[src/rtl/regfile_writeback_scheduler.sv]
// regfile_writeback_scheduler
//
// Purpose:
//   Sits between the issue stage and the two result producers (ALU and
//   load/store unit). It drives the single write port of a 32x32 register
//   file. The block does four things:
//     - keeps a per-register busy scoreboard;
//     - stalls issue on RAW and WAW hazards;
//     - limits the number of in-flight register writes;
//     - arbitrates the two writeback streams onto the one write port.
//   The write port is registered, so a grant in cycle N is written during
//   cycle N+1. An instruction issued in cycle N+2 sees the new value through
//   the register file's 1-cycle registered read.
//
// Parameters:
//   MAX_OUTSTANDING  max in-flight register writes (1..15)
//   PRIORITY_MODE    0 = round-robin ALU/LSU, 1 = fixed priority (LSU wins)
//
// Ports:
//   clock, reset_n                  clock (rising edge), async active-low reset
//   issue_valid/issue_ready         issue handshake
//   issue_rs1/rs2/rd/rd_write       instruction register fields
//   alu_wb_valid/ready/rd/data      ALU writeback stream
//   lsu_wb_valid/ready/rd/data      load/store writeback stream
//   write_enable/write_select/data_in   register file write port
//   busy                            scoreboard (bit 0 always 0)
//   outstanding                     in-flight write count
//   wb_error                        sticky: write to a register not marked busy
module regfile_writeback_scheduler #(
  parameter int MAX_OUTSTANDING = 4,
  parameter int PRIORITY_MODE   = 0
) (
  input  logic        clock,
  input  logic        reset_n,
  input  logic        issue_valid,
  output logic        issue_ready,
  input  logic [4:0]  issue_rs1,
  input  logic [4:0]  issue_rs2,
  input  logic [4:0]  issue_rd,
  input  logic        issue_rd_write,
  input  logic        alu_wb_valid,
  output logic        alu_wb_ready,
  input  logic [4:0]  alu_wb_rd,
  input  logic [31:0] alu_wb_data,
  input  logic        lsu_wb_valid,
  output logic        lsu_wb_ready,
  input  logic [4:0]  lsu_wb_rd,
  input  logic [31:0] lsu_wb_data,
  output logic        write_enable,
  output logic [4:0]  write_select,
  output logic [31:0] data_in,
  output logic [31:0] busy,
  output logic [3:0]  outstanding,
  output logic        wb_error
);

  localparam logic [3:0] MAX_CNT = 4'(MAX_OUTSTANDING);

  logic [31:0] busy_reg, busy_next;
  logic [3:0]  outstanding_reg, outstanding_next;
  logic        rr_ptr_reg, rr_ptr_next;      // 0 = ALU next, 1 = LSU next
  logic        write_enable_reg;
  logic [4:0]  write_select_reg;
  logic [31:0] data_in_reg;
  logic        wb_error_reg, wb_error_next;

  logic        eff_dest;
  logic        issue_accept;
  logic        alu_grant, lsu_grant, grant;
  logic [4:0]  grant_rd;
  logic [31:0] grant_data;
  logic        commit, commit_hit, commit_dec;

  // Writes to x0 are not real destinations: they never set busy or count.
  assign eff_dest = issue_rd_write && (issue_rd != 5'd0);

  always_comb begin
    issue_ready = !busy_reg[issue_rs1] && !busy_reg[issue_rs2]
                  && !(eff_dest && busy_reg[issue_rd])
                  && !(eff_dest && (outstanding_reg == MAX_CNT));
  end

  assign issue_accept = issue_valid && issue_ready && eff_dest;

  // Writeback arbitration. The pointer moves only when both sides contend,
  // so a lone producer never disturbs the fairness order.
  always_comb begin
    alu_grant   = 1'b0;
    lsu_grant   = 1'b0;
    rr_ptr_next = rr_ptr_reg;
    if (PRIORITY_MODE == 1) begin
      lsu_grant = lsu_wb_valid;
      alu_grant = alu_wb_valid && !lsu_wb_valid;
    end else if (alu_wb_valid && lsu_wb_valid) begin
      if (!rr_ptr_reg) begin
        alu_grant   = 1'b1;
        rr_ptr_next = 1'b1;
      end else begin
        lsu_grant   = 1'b1;
        rr_ptr_next = 1'b0;
      end
    end else begin
      alu_grant = alu_wb_valid;
      lsu_grant = lsu_wb_valid;
    end
  end

  assign alu_wb_ready = alu_grant;
  assign lsu_wb_ready = lsu_grant;
  assign grant        = alu_grant || lsu_grant;
  assign grant_rd     = lsu_grant ? lsu_wb_rd   : alu_wb_rd;
  assign grant_data   = lsu_grant ? lsu_wb_data : alu_wb_data;

  // Commit happens at the edge ending the cycle the write port is active.
  // A write to a register that is not busy is still performed, but it is
  // flagged and does not touch the counter, so the counter cannot underflow.
  assign commit     = write_enable_reg;
  assign commit_hit = busy_reg[write_select_reg];
  assign commit_dec = commit && commit_hit && (outstanding_reg != 4'd0);

  always_comb begin
    busy_next = busy_reg;
    if (commit && commit_hit) begin
      busy_next[write_select_reg] = 1'b0;
    end
    // An issue cannot target a busy register, so set and clear never collide
    // on a legitimately tracked register.
    if (issue_accept) begin
      busy_next[issue_rd] = 1'b1;
    end
    busy_next[0] = 1'b0;
  end

  always_comb begin
    outstanding_next = outstanding_reg;
    case ({issue_accept, commit_dec})
      2'b10:   outstanding_next = outstanding_reg + 4'd1;
      2'b01:   outstanding_next = outstanding_reg - 4'd1;
      default: outstanding_next = outstanding_reg;
    endcase
  end

  assign wb_error_next = wb_error_reg || (commit && !commit_hit);

  always_ff @(posedge clock or negedge reset_n) begin
    if (!reset_n) begin
      busy_reg         <= 32'd0;
      outstanding_reg  <= 4'd0;
      rr_ptr_reg       <= 1'b0;
      write_enable_reg <= 1'b0;
      write_select_reg <= 5'd0;
      data_in_reg      <= 32'd0;
      wb_error_reg     <= 1'b0;
    end else begin
      busy_reg        <= busy_next;
      outstanding_reg <= outstanding_next;
      rr_ptr_reg      <= rr_ptr_next;
      wb_error_reg    <= wb_error_next;
      // A granted write to x0 is consumed but never reaches the port;
      // select/data keep their last values whenever the port is idle.
      write_enable_reg <= grant && (grant_rd != 5'd0);
      if (grant && (grant_rd != 5'd0)) begin
        write_select_reg <= grant_rd;
        data_in_reg      <= grant_data;
      end
    end
  end

  assign write_enable = write_enable_reg;
  assign write_select = write_select_reg;
  assign data_in      = data_in_reg;
  assign busy         = busy_reg;
  assign outstanding  = outstanding_reg;
  assign wb_error     = wb_error_reg;

endmodule
[config.mk]
export PLATFORM = sky130hd
export DESIGN_NAME = regfile_writeback_scheduler
export DESIGN_NICKNAME = d
export VERILOG_FILES = /design/src/rtl/regfile_writeback_scheduler.sv
export SDC_FILE = /design/constraint.sdc
export NUM_CORES = 1
export LEC_CHECK = 0
export ABC_CLOCK_PERIOD_IN_PS = 4300
export BUFFER_PORTS_ARGS = -buffer_cell sky130_fd_sc_hd__clkbuf_2
export CELL_PAD_IN_SITES_DETAIL_PLACEMENT = 0
export CELL_PAD_IN_SITES_GLOBAL_PLACEMENT = 1
export CORE_MARGIN = 8
export CORE_UTILIZATION = 38
export CTS_CLUSTER_SIZE = 30
export DETAILED_ROUTE_END_ITERATION = 8
export PLACE_DENSITY_LB_ADDON = 0.1
export SLEW_MARGIN = 20
export SYNTH_ARGS = -nofsm -noshare
export SYNTH_HDL_FRONTEND = slang
export SYNTH_SLANG_ARGS = --single-unit
[constraint.sdc]
create_clock -name clock -period 4.3 [get_ports clock]
set_input_delay 0.645 -clock clock [delete_from_list [all_inputs] [get_ports clock]]
set_output_delay 0.645 -clock clock [all_outputs]
set_load 0.03 [all_outputs]
Word-level counts from Yosys, hierarchy flattened

Cells that the tools add are included.

Reductions and logical operators: 26
Bitwise logic cells: 3
Add/subtract/negate cells: 2
Muxes and demuxes: 21
Eq/ne operators: 3
Order comparisons: 6

Operators with widths:

| operator            | count |
|---|---|
| $mux 32             | 3 |
| $and 32x32->32      | 1 |
| $not 32->32         | 1 |
| $or 32x32->32       | 1 |
| $lt 5x6->1 const B  | 4 |
| $bmux 1 s5          | 4 |
| $logic_and 1x1->1   | 15 |
| $demux 1 s5         | 2 |
| $ge 5x1->1 const B  | 2 |
| $mux 1              | 10 |
| $reduce_bool 5->1   | 2 |
| $pmux 4 s2          | 1 |
| $logic_not 1->1     | 5 |
| $mux 5              | 1 |
| $add 4x1->4 const B | 1 |
| $eq 4x3->1 const B  | 1 |
| $reduce_bool 4->1   | 1 |
| $sub 4x1->4 const B | 1 |
| $eq 2x1->1 const B  | 1 |
| $eq 2x2->1 const B  | 1 |
| $logic_or 1x1->1    | 2 |
| $reduce_bool 2->1   | 1 |

Bits of input ports: 95
Word-level logic and storage cells: 68
Register bits after elaboration: 75

Depth between registers and ports, before layout

Gate-level depths: netlist of run 1.

Depth in word-level cells: 10
Mapped depth: 15
Depth with buffers taken out: 13

Worst setup path before layout of run 1

OpenSTA, ideal clock, no wires.

Path type: input port to flip-flop
From: input port issue_rs2[2]
To: register outstanding_reg[3] (netlist: outstanding[3])
Buffers on the path: 1
Path slack: 621 ps
Stages on the path: 13
Setup time: 137 ps
Data arrival time: 3542 ps
Cells stage by stage: clkbuf_1 > mux4_2 > o2111a_1 > nor4_1 > nand4_2 > or3_1 > ha_1 > ha_1 > a21o_1 > a21oi_1 > xnor2_1 > nor2_1 > xor2_1

Longest elaborated chain between the ends: 10

Ends and longest elaborated chain:

| element                                         | line | source |
|---|---|---|
| from (decl)                                     | 38   | `input logic [4:0] issue_rs2,` |
| $bmux 1 s5 (*)                                  | 78   | `issue_ready = !busy_reg[issue_rs1] && !busy_reg[issue_rs2]` |
| $mux 1 (implied by the code) (*)                | 78   |  |
| $logic_not 1->1 (*)                             | 78   |  |
| $logic_and 1x1->1 (*)                           | 78   |  |
| $logic_and 1x1->1 (*)                           | 79   | `&& !(eff_dest && busy_reg[issue_rd])` |
| $logic_and 1x1->1 (*)                           | 80   | `&& !(eff_dest && (outstanding_reg == MAX_CNT));` |
| $logic_and 1x1->1 (*) (2 in series)             | 83   | `assign issue_accept = issue_valid && issue_ready && eff_dest;` |
| $eq 2x1->1 or $eq 2x2->1 (tied branches)        | 136  | `case ({issue_accept, commit_dec})` |
| $pmux 4 s2 or $reduce_bool 2->1 (tied branches) | --   |  |
| to (signal assigned)                            | 156  | `outstanding_reg <= outstanding_next;` |
| to (decl)                                       | 60   | `logic [3:0] outstanding_reg, outstanding_next;` |

Every way passes the cells marked *; elsewhere a longest branch is shown, timed or not. The select of a mux whose other input is x is not followed.
A chain may end at the register's enable or synchronous reset.

Final worst setup path of run 1

From: input port issue_rs1[1]
To: register outstanding_reg[3] (netlist: outstanding[3])

Longest elaborated chain between the ends: 10

Ends and longest elaborated chain:

| element                                         | line | source |
|---|---|---|
| from (decl)                                     | 37   | `input logic [4:0] issue_rs1,` |
| $bmux 1 s5 (*)                                  | 78   |  |
| $mux 1 (implied by the code) (*)                | 78   |  |
| $logic_not 1->1 (*)                             | 78   |  |
| $logic_and 1x1->1 (*)                           | 78   |  |
| $logic_and 1x1->1 (*)                           | 79   |  |
| $logic_and 1x1->1 (*)                           | 80   |  |
| $logic_and 1x1->1 (*) (2 in series)             | 83   |  |
| $eq 2x1->1 or $eq 2x2->1 (tied branches)        | 136  |  |
| $pmux 4 s2 or $reduce_bool 2->1 (tied branches) | --   |  |

Marks and branches as above.

==> results of run 1 <==
==> stage by stage <==
step	total power, mW	hold WS [ns]	instances
2_1_floorplan	2.60	0.349	507
5_1_grt	4.36	0.494	836
6_report	4.12	0.454	836
4_1_cts	4.14	0.468	836
3_3_place_gp	3.31	0.444	821
3_5_place_dp	3.33	0.446	821
==> Yosys cell counts (all sizes together), types with 15 or more instances <==
master / number
dfrtp: 75
or3: 16
mux2i: 49
buf: 28
mux4: 16
inv: 15
clkbuf: 16
o21ai: 49
nand2: 57
o31ai: 50
mux2: 18
nand3: 25
==> logic make-up (layout without fill, tap and decap cells) <==
group | after synthesis | count (layout)
AOI/OAI and AO/OA | 135 | 135
xor gates and xnor gates | 5 | 5
adders and majority gates | 4 | 4
buffers and inverters | 59 | 212
DFF | 75 | 75
muxes | 83 | 83
other | 1 | 1
and+or+nand+nor | 145 | 145
==> layer usage <==
metal	global-route usage (%)	vias up
met5	0	-
met4	7.22	0
met3	5.88	36
met2	34.2	257
met1	26.8	2293
li1	-	2206
==> power by group through the flow <==
stage	Sequential [mW]	Combinational, mW	Clock, mW
CTS	1.38	1.94	0.819
global route	1.42	2.09	0.849
finish	1.39	1.93	0.800
detailed placement	1.39	1.94	0
global placement	1.39	1.92	0
floorplan	1.62	0.977	0
==> layout make-up <==
type	count	area, µm²	share of cell area, %
flip-flops and latches	75	1880	30.0
inverters	15	56.3	0.900
clock inverters	4	76.3	1.22
well taps	176	220	3.52
repair buffers	182	941	15.0
clock buffers	11	233	3.72
multi-input cells	373	2850	45.6
==> path summary, 6_finish.rpt <==
path / end / slack [ns] / cells past startpoint
max: outstanding[3] / 0.70 / 14
min: data_in[10] / 0.45 / 1
max reg2reg: outstanding[3] / 0.84 / 13
min reg2reg: wb_error / 0.46 / 1
max in group asynchronous: busy[28] / 3.20 / 1
min in group clock: wb_error / 0.46 / 1
==> impl_metrics.tcl, run 1 <==
set metrics [dict create \
    status "completed" \
    p_int_mw 2.17 \
    final_layout_size_suffix_gt1_share_pct 35.3 \
    skew_ns 0.00355 \
    cts_buffers 9 \
    gp_congestion 0.921 \
    p_sw_mw 1.95 \
    rsz0062_at_grt "no" \
    final.min_clock_period_ns 3.60 \
    synth-simple-area-share_pct 15.4 \
    fp.dieW_um 131 \
    n_antenna_cell 0 \
    path_clk_slew_ns 0.06 \
    cts-resized-gates 0 \
    synth-adder-area-share_pct 1.15 \
    cts_hold_buf 0 \
    async_flop_share_pct 100 \
    synth_cells 507 \
    yosys_register_bits 75 \
    ys.flop_type "dfrtp_1" \
    seq_area_frac_synth_pct 37.5 \
    totalWireLength_mm 17.8 \
    crit_fanout 13 \
    clock_power_share_pct 19.4 \
    hold_viol 0 \
    port_buffers 171 \
    drcViolationCount 0 \
    area_delta_synth_final_pct 24.9 \
    ir_drop_mv 0.334 \
    placed_area_um2 5950 \
    synth_fp_nets 606 \
    die-area_um2 17100 \
    vias 4792 \
    leakage_nw 2.73 \
    switching_share_pct 47.4 \
    root_buffer "clkbuf_16" \
    r2r_start "busy[31]" \
    grt_pass1_wl_mm 27.4 \
    yosys_warnings 0 \
    seqPwrFrac_pct 33.7 \
    critical_path_arrival_ns 3.82 \
    crit_chain "clkbuf_2 -> mux2i_1 -> o22ai_1 -> or3_1 -> o41ai_1 -> nand4_2 -> or3_1 -> ha_1 -> ha_1 -> a21o_1 -> a21oi_1 -> xnor2_1 -> nor2_1 -> xor2_1" \
    wl_per_cell_um 21.2 \
    slowest_delay_ns 0.43 \
    die-height_um 131 \
    antenna_found_initial 0 \
    cp.buffers_inverters 1 \
    drt_first_iter_violations 434 \
    post-route-util_pct 48.0 \
    cp-end-kind "flip-flop" \
    core_um2 13000 \
    met1_length_mm 7.10 \
    worst_path_max_delay_cell "or3_1" \
    synth_edf_count 0 \
    ctsHtreeMaxLevel 3 \
    tns_ns 0 \
    finalMaxSlewViolations 0 \
    fin_nets 755 \
    startpoint_type "input pin" \
    maxSlewHeadroom_pct 34.5 \
    startpoint "issue_rs1[1]" \
    setup_viol 0 \
    synth_cell_types 55 \
    cts.sinks 75 \
    drt_pre_antenna_iters 5 \
    final_cell_area_um2 6250 \
    std_cell_rows 42 \
    wl_met3_mm 1.84 \
    dr.max_layer_used "met4" \
    clock_latency_ns 0.34 \
    initial_core_util_pct 38.4 \
    overflow 0 \
    dp_slack_ns 0.342 \
    cp.required_ns 4.52 \
    yosysTopAreaCell "dfrtp_1" \
    dp_hpwl_mm 12.6 \
    fmax_mhz 278 \
    io_pins 173 \
    tightestPinTransition_ns 0.982 \
    grt_pass1_vias 4849 \
    ant_nets 0 \
    avgSynthCellArea_um2 9.87 \
    synth_compound_area_share_pct 17.9 \
    p_comb_share_pct 46.9 \
    largest_reg_flops 32 \
    synth_xor_area_share_pct 0.875 \
    met2WireLength_mm 8.44 \
    yosys.area.top_type_share_pct 37.5 \
    criticalPathCategory "input pin to flip-flop" \
    syn_area_um2 5010 \
    final_cell_mix "clkbuf_2, dfrtp_1, nand2_1, o31ai_1, mux2i_1" \
    min_path_type "input pin to async pin" \
    grt_usage_pct 21.2 \
    maxCapViolCount 0 \
    grt_max_degree 76 \
    final.setup.worst_slack_ns 0.703 \
    fin_crit_sh_pct 83.7 \
    final_common_cell "clkbuf_2" \
    critical-path-top-delay-family "simple AND/OR/NAND/NOR gates" \
    synth_top_family_by_area "multiplexers" \
    cts_setup_buffers 0 \
    vias_per_cell 5.73 \
    ys_top_cells_by_area "dfrtp_1, mux2i_1, o31ai_1" \
    muxShareOfSynthArea_pct 21.1 \
    powerDensity_nw_per_um2 659 \
    cts_tree "built" \
    clk_path_buf_depth 2 \
    n_fill_cell 1317 \
]
No activity file was read; power rests on OpenSTA's default activity.
==> run 2: changes to the inputs <==
--- a/config.mk
+++ b/config.mk
@@ -5,7 +5,7 @@
 export SDC_FILE = /design/constraint.sdc
 export NUM_CORES = 1
 export LEC_CHECK = 0
-export ABC_CLOCK_PERIOD_IN_PS = 4300
+export ABC_CLOCK_PERIOD_IN_PS = 3450
 export BUFFER_PORTS_ARGS = -buffer_cell sky130_fd_sc_hd__clkbuf_2
 export CELL_PAD_IN_SITES_DETAIL_PLACEMENT = 0
 export CELL_PAD_IN_SITES_GLOBAL_PLACEMENT = 1
==> constraint.sdc (replaced) <==
create_clock -name clock -period 3.45 [get_ports clock]
set_input_delay 0.5175 -clock clock [delete_from_list [all_inputs] [get_ports clock]]
set_output_delay 0.5175 -clock clock [all_outputs]
set_load 0.03 [all_outputs]
==> impl_metrics.tcl, run 2 (synthesized netlist as in run 1, its figures left out) <==
set metrics [dict create \
    status "completed" \
    drcViolationCount 0 \
    largest_reg_flops 32 \
    fin_crit_sh_pct 96.2 \
    whs_ns 0.334 \
    crit_chain "mux4_2 -> o2111a_1 -> nor4_4 -> nand4_2 -> or3_4 -> ha_2 -> ha_1 -> a21o_1 -> a21oi_2 -> xnor2_1 -> nor2_1 -> xor2_1" \
    fin_nets 805 \
    std_cell_rows 42 \
    drt_pre_antenna_iters 5 \
    cp.depth 12 \
    core_um2 13000 \
    hold_viol 0 \
    reg2reg_to "outstanding[3]" \
    worst_path_max_delay_cell "mux4_2" \
    final_cell_count_no_fill 886 \
    startpoint_type "flip-flop" \
    area_delta_synth_final_pct 33.5 \
    die-height_um 131 \
    gp_congestion 0.935 \
    finalMaxSlewViolations 0 \
    placed_area_um2 6310 \
    criticalPathCategory "flip-flop to flip-flop" \
    tightestPinTransition_ns 0.980 \
    final_cell_area_um2 6680 \
    cts.sinks 75 \
    cp.required_ns 3.68 \
    skew_ns 0.00842 \
    grt_pass1_wl_mm 28.5 \
    tns_ns 0 \
    rsz0062_at_grt "no" \
    clk_path_buf_depth 2 \
    vias_per_cell 5.62 \
    wl_per_cell_um 21.0 \
    critical-path-top-delay-family "simple AND/OR/NAND/NOR gates" \
    final.setup.worst_slack_ns 0.131 \
    min_path_type "input pin to async pin" \
    cp.buffers_inverters 0 \
    grt_usage_pct 22.0 \
    io_pins 173 \
    path_clk_slew_ns 0.06 \
    dp.cells 869 \
    drt_first_iter_violations 424 \
    r2r_slack_ns 0.13 \
    cts_tree "built" \
    totalWireLength_mm 18.6 \
    port_buffers 171 \
    ctsHtreeMaxLevel 3 \
    final_layout_size_suffix_gt1_share_pct 41.3 \
    initial_core_util_pct 38.4 \
    leakage_nw 2.99 \
    startpoint "busy[12]" \
    clock_latency_ns 0.34 \
    slowest_delay_ns 0.48 \
    die-area_um2 17100 \
    root_buffer "clkbuf_16" \
    ir_drop_mv 0.655 \
    vias 4979 \
    cp-end-kind "flip-flop" \
    endpoint "outstanding[3]" \
    ant_nets 0 \
    powerDensity_nw_per_um2 824 \
    reg2regPathDepth 12 \
    final_cell_mix "clkbuf_2, dfrtp_1, buf_4, nand2_1, o31ai_1" \
    n_antenna_cell 0 \
    crit_fanout 6 \
    grt_max_degree 76 \
    final.min_clock_period_ns 3.32 \
    setup_viol 0 \
    cts_buffers 9 \
    fp.dieW_um 131 \
    final_common_cell "clkbuf_2" \
    grt_pass1_vias 5122 \
    dp_slack_ns -0.227 \
    r2r_start "busy[12]" \
    maxCapViolCount 0 \
    maxSlewHeadroom_pct 34.7 \
    critical_path_arrival_ns 3.55 \
    dp_hpwl_mm 14.1 \
    antenna_found_initial 0 \
    overflow 0 \
    fmax_mhz 301 \
]
run 2: cell count changes in the layout (fill, tap and decap cells not counted), sizes merged:
| cell | before | now |
|---|---|---|
| clkinvlp | 1 | 0 |
| buf | 12 | 62 |
| clkinv | 1 | 2 |
run 2: timing repair:
action	4_1_cts	5_1_grt
setup endpoints to repair	0	3
hold buffers	0	0
buffers inserted	0	2
gates resized for setup	0	10
run 2: worst register-to-register path, stage by stage (launching register included):
cell,delay (ns)
dfrtp_2,0.47
mux4_2,0.48
o2111a_1,0.29
nor4_4,0.30
nand4_2,0.18
or3_4,0.37
ha_2,0.20
ha_1,0.27
a21o_1,0.19
a21oi_2,0.14
xnor2_1,0.12
nor2_1,0.06
xor2_1,0.14
run 2: power by group:
part / internal (mW) / total [mW] / switching, mW
clock network: 0.669 / 1.04 / 0.369
registers: 1.17 / 1.61 / 0.441
logic: 1.13 / 2.85 / 1.72
total: 2.97 / 5.50 / 2.53
run 2: metal layers:
metal | vias up | track usage (%) | part of all wire [%]
met3 | 33 | 5.68 | 8.6
met4 | 0 | 7.56 | 2.6
met1 | 2407 | 27.0 | 40
met5 | - | 0 | 0
li1 | 2301 | - | -
met2 | 238 | 36.9 | 49
run 2: worst min-delay path by stage:
stage                     startpoint     endpoint  slack [ns]  cells past startpoint
after floorplan              reset_n     busy[10]        0.22                      0
after global placement      wb_error     wb_error        0.45                      1
after detailed placement    wb_error     wb_error        0.45                      1
after CTS                    reset_n     busy[11]        0.37                      1
after global routing         reset_n  data_in[12]        0.41                      1
final                        reset_n  data_in[12]        0.33                      1
run 2: cell type report:
cell class | count | area, µm²
timing repair buffer | 232 | 1320
fill | 1308 | 6350
clock buffer | 11 | 253
clock inverter | 4 | 73.8
inverter | 15 | 56.3
sequential | 75 | 1880
tap | 176 | 220
multi-input combinational | 373 | 2880
run 2: per-stage QoR:
step	power [mW]	util (%)
3_3_place_gp	4.40	48.5
6_report	5.50	51.3
4_1_cts	5.48	51.0
3_5_place_dp	4.43	48.5
5_1_grt	5.81	51.3
2_1_floorplan	3.24	-
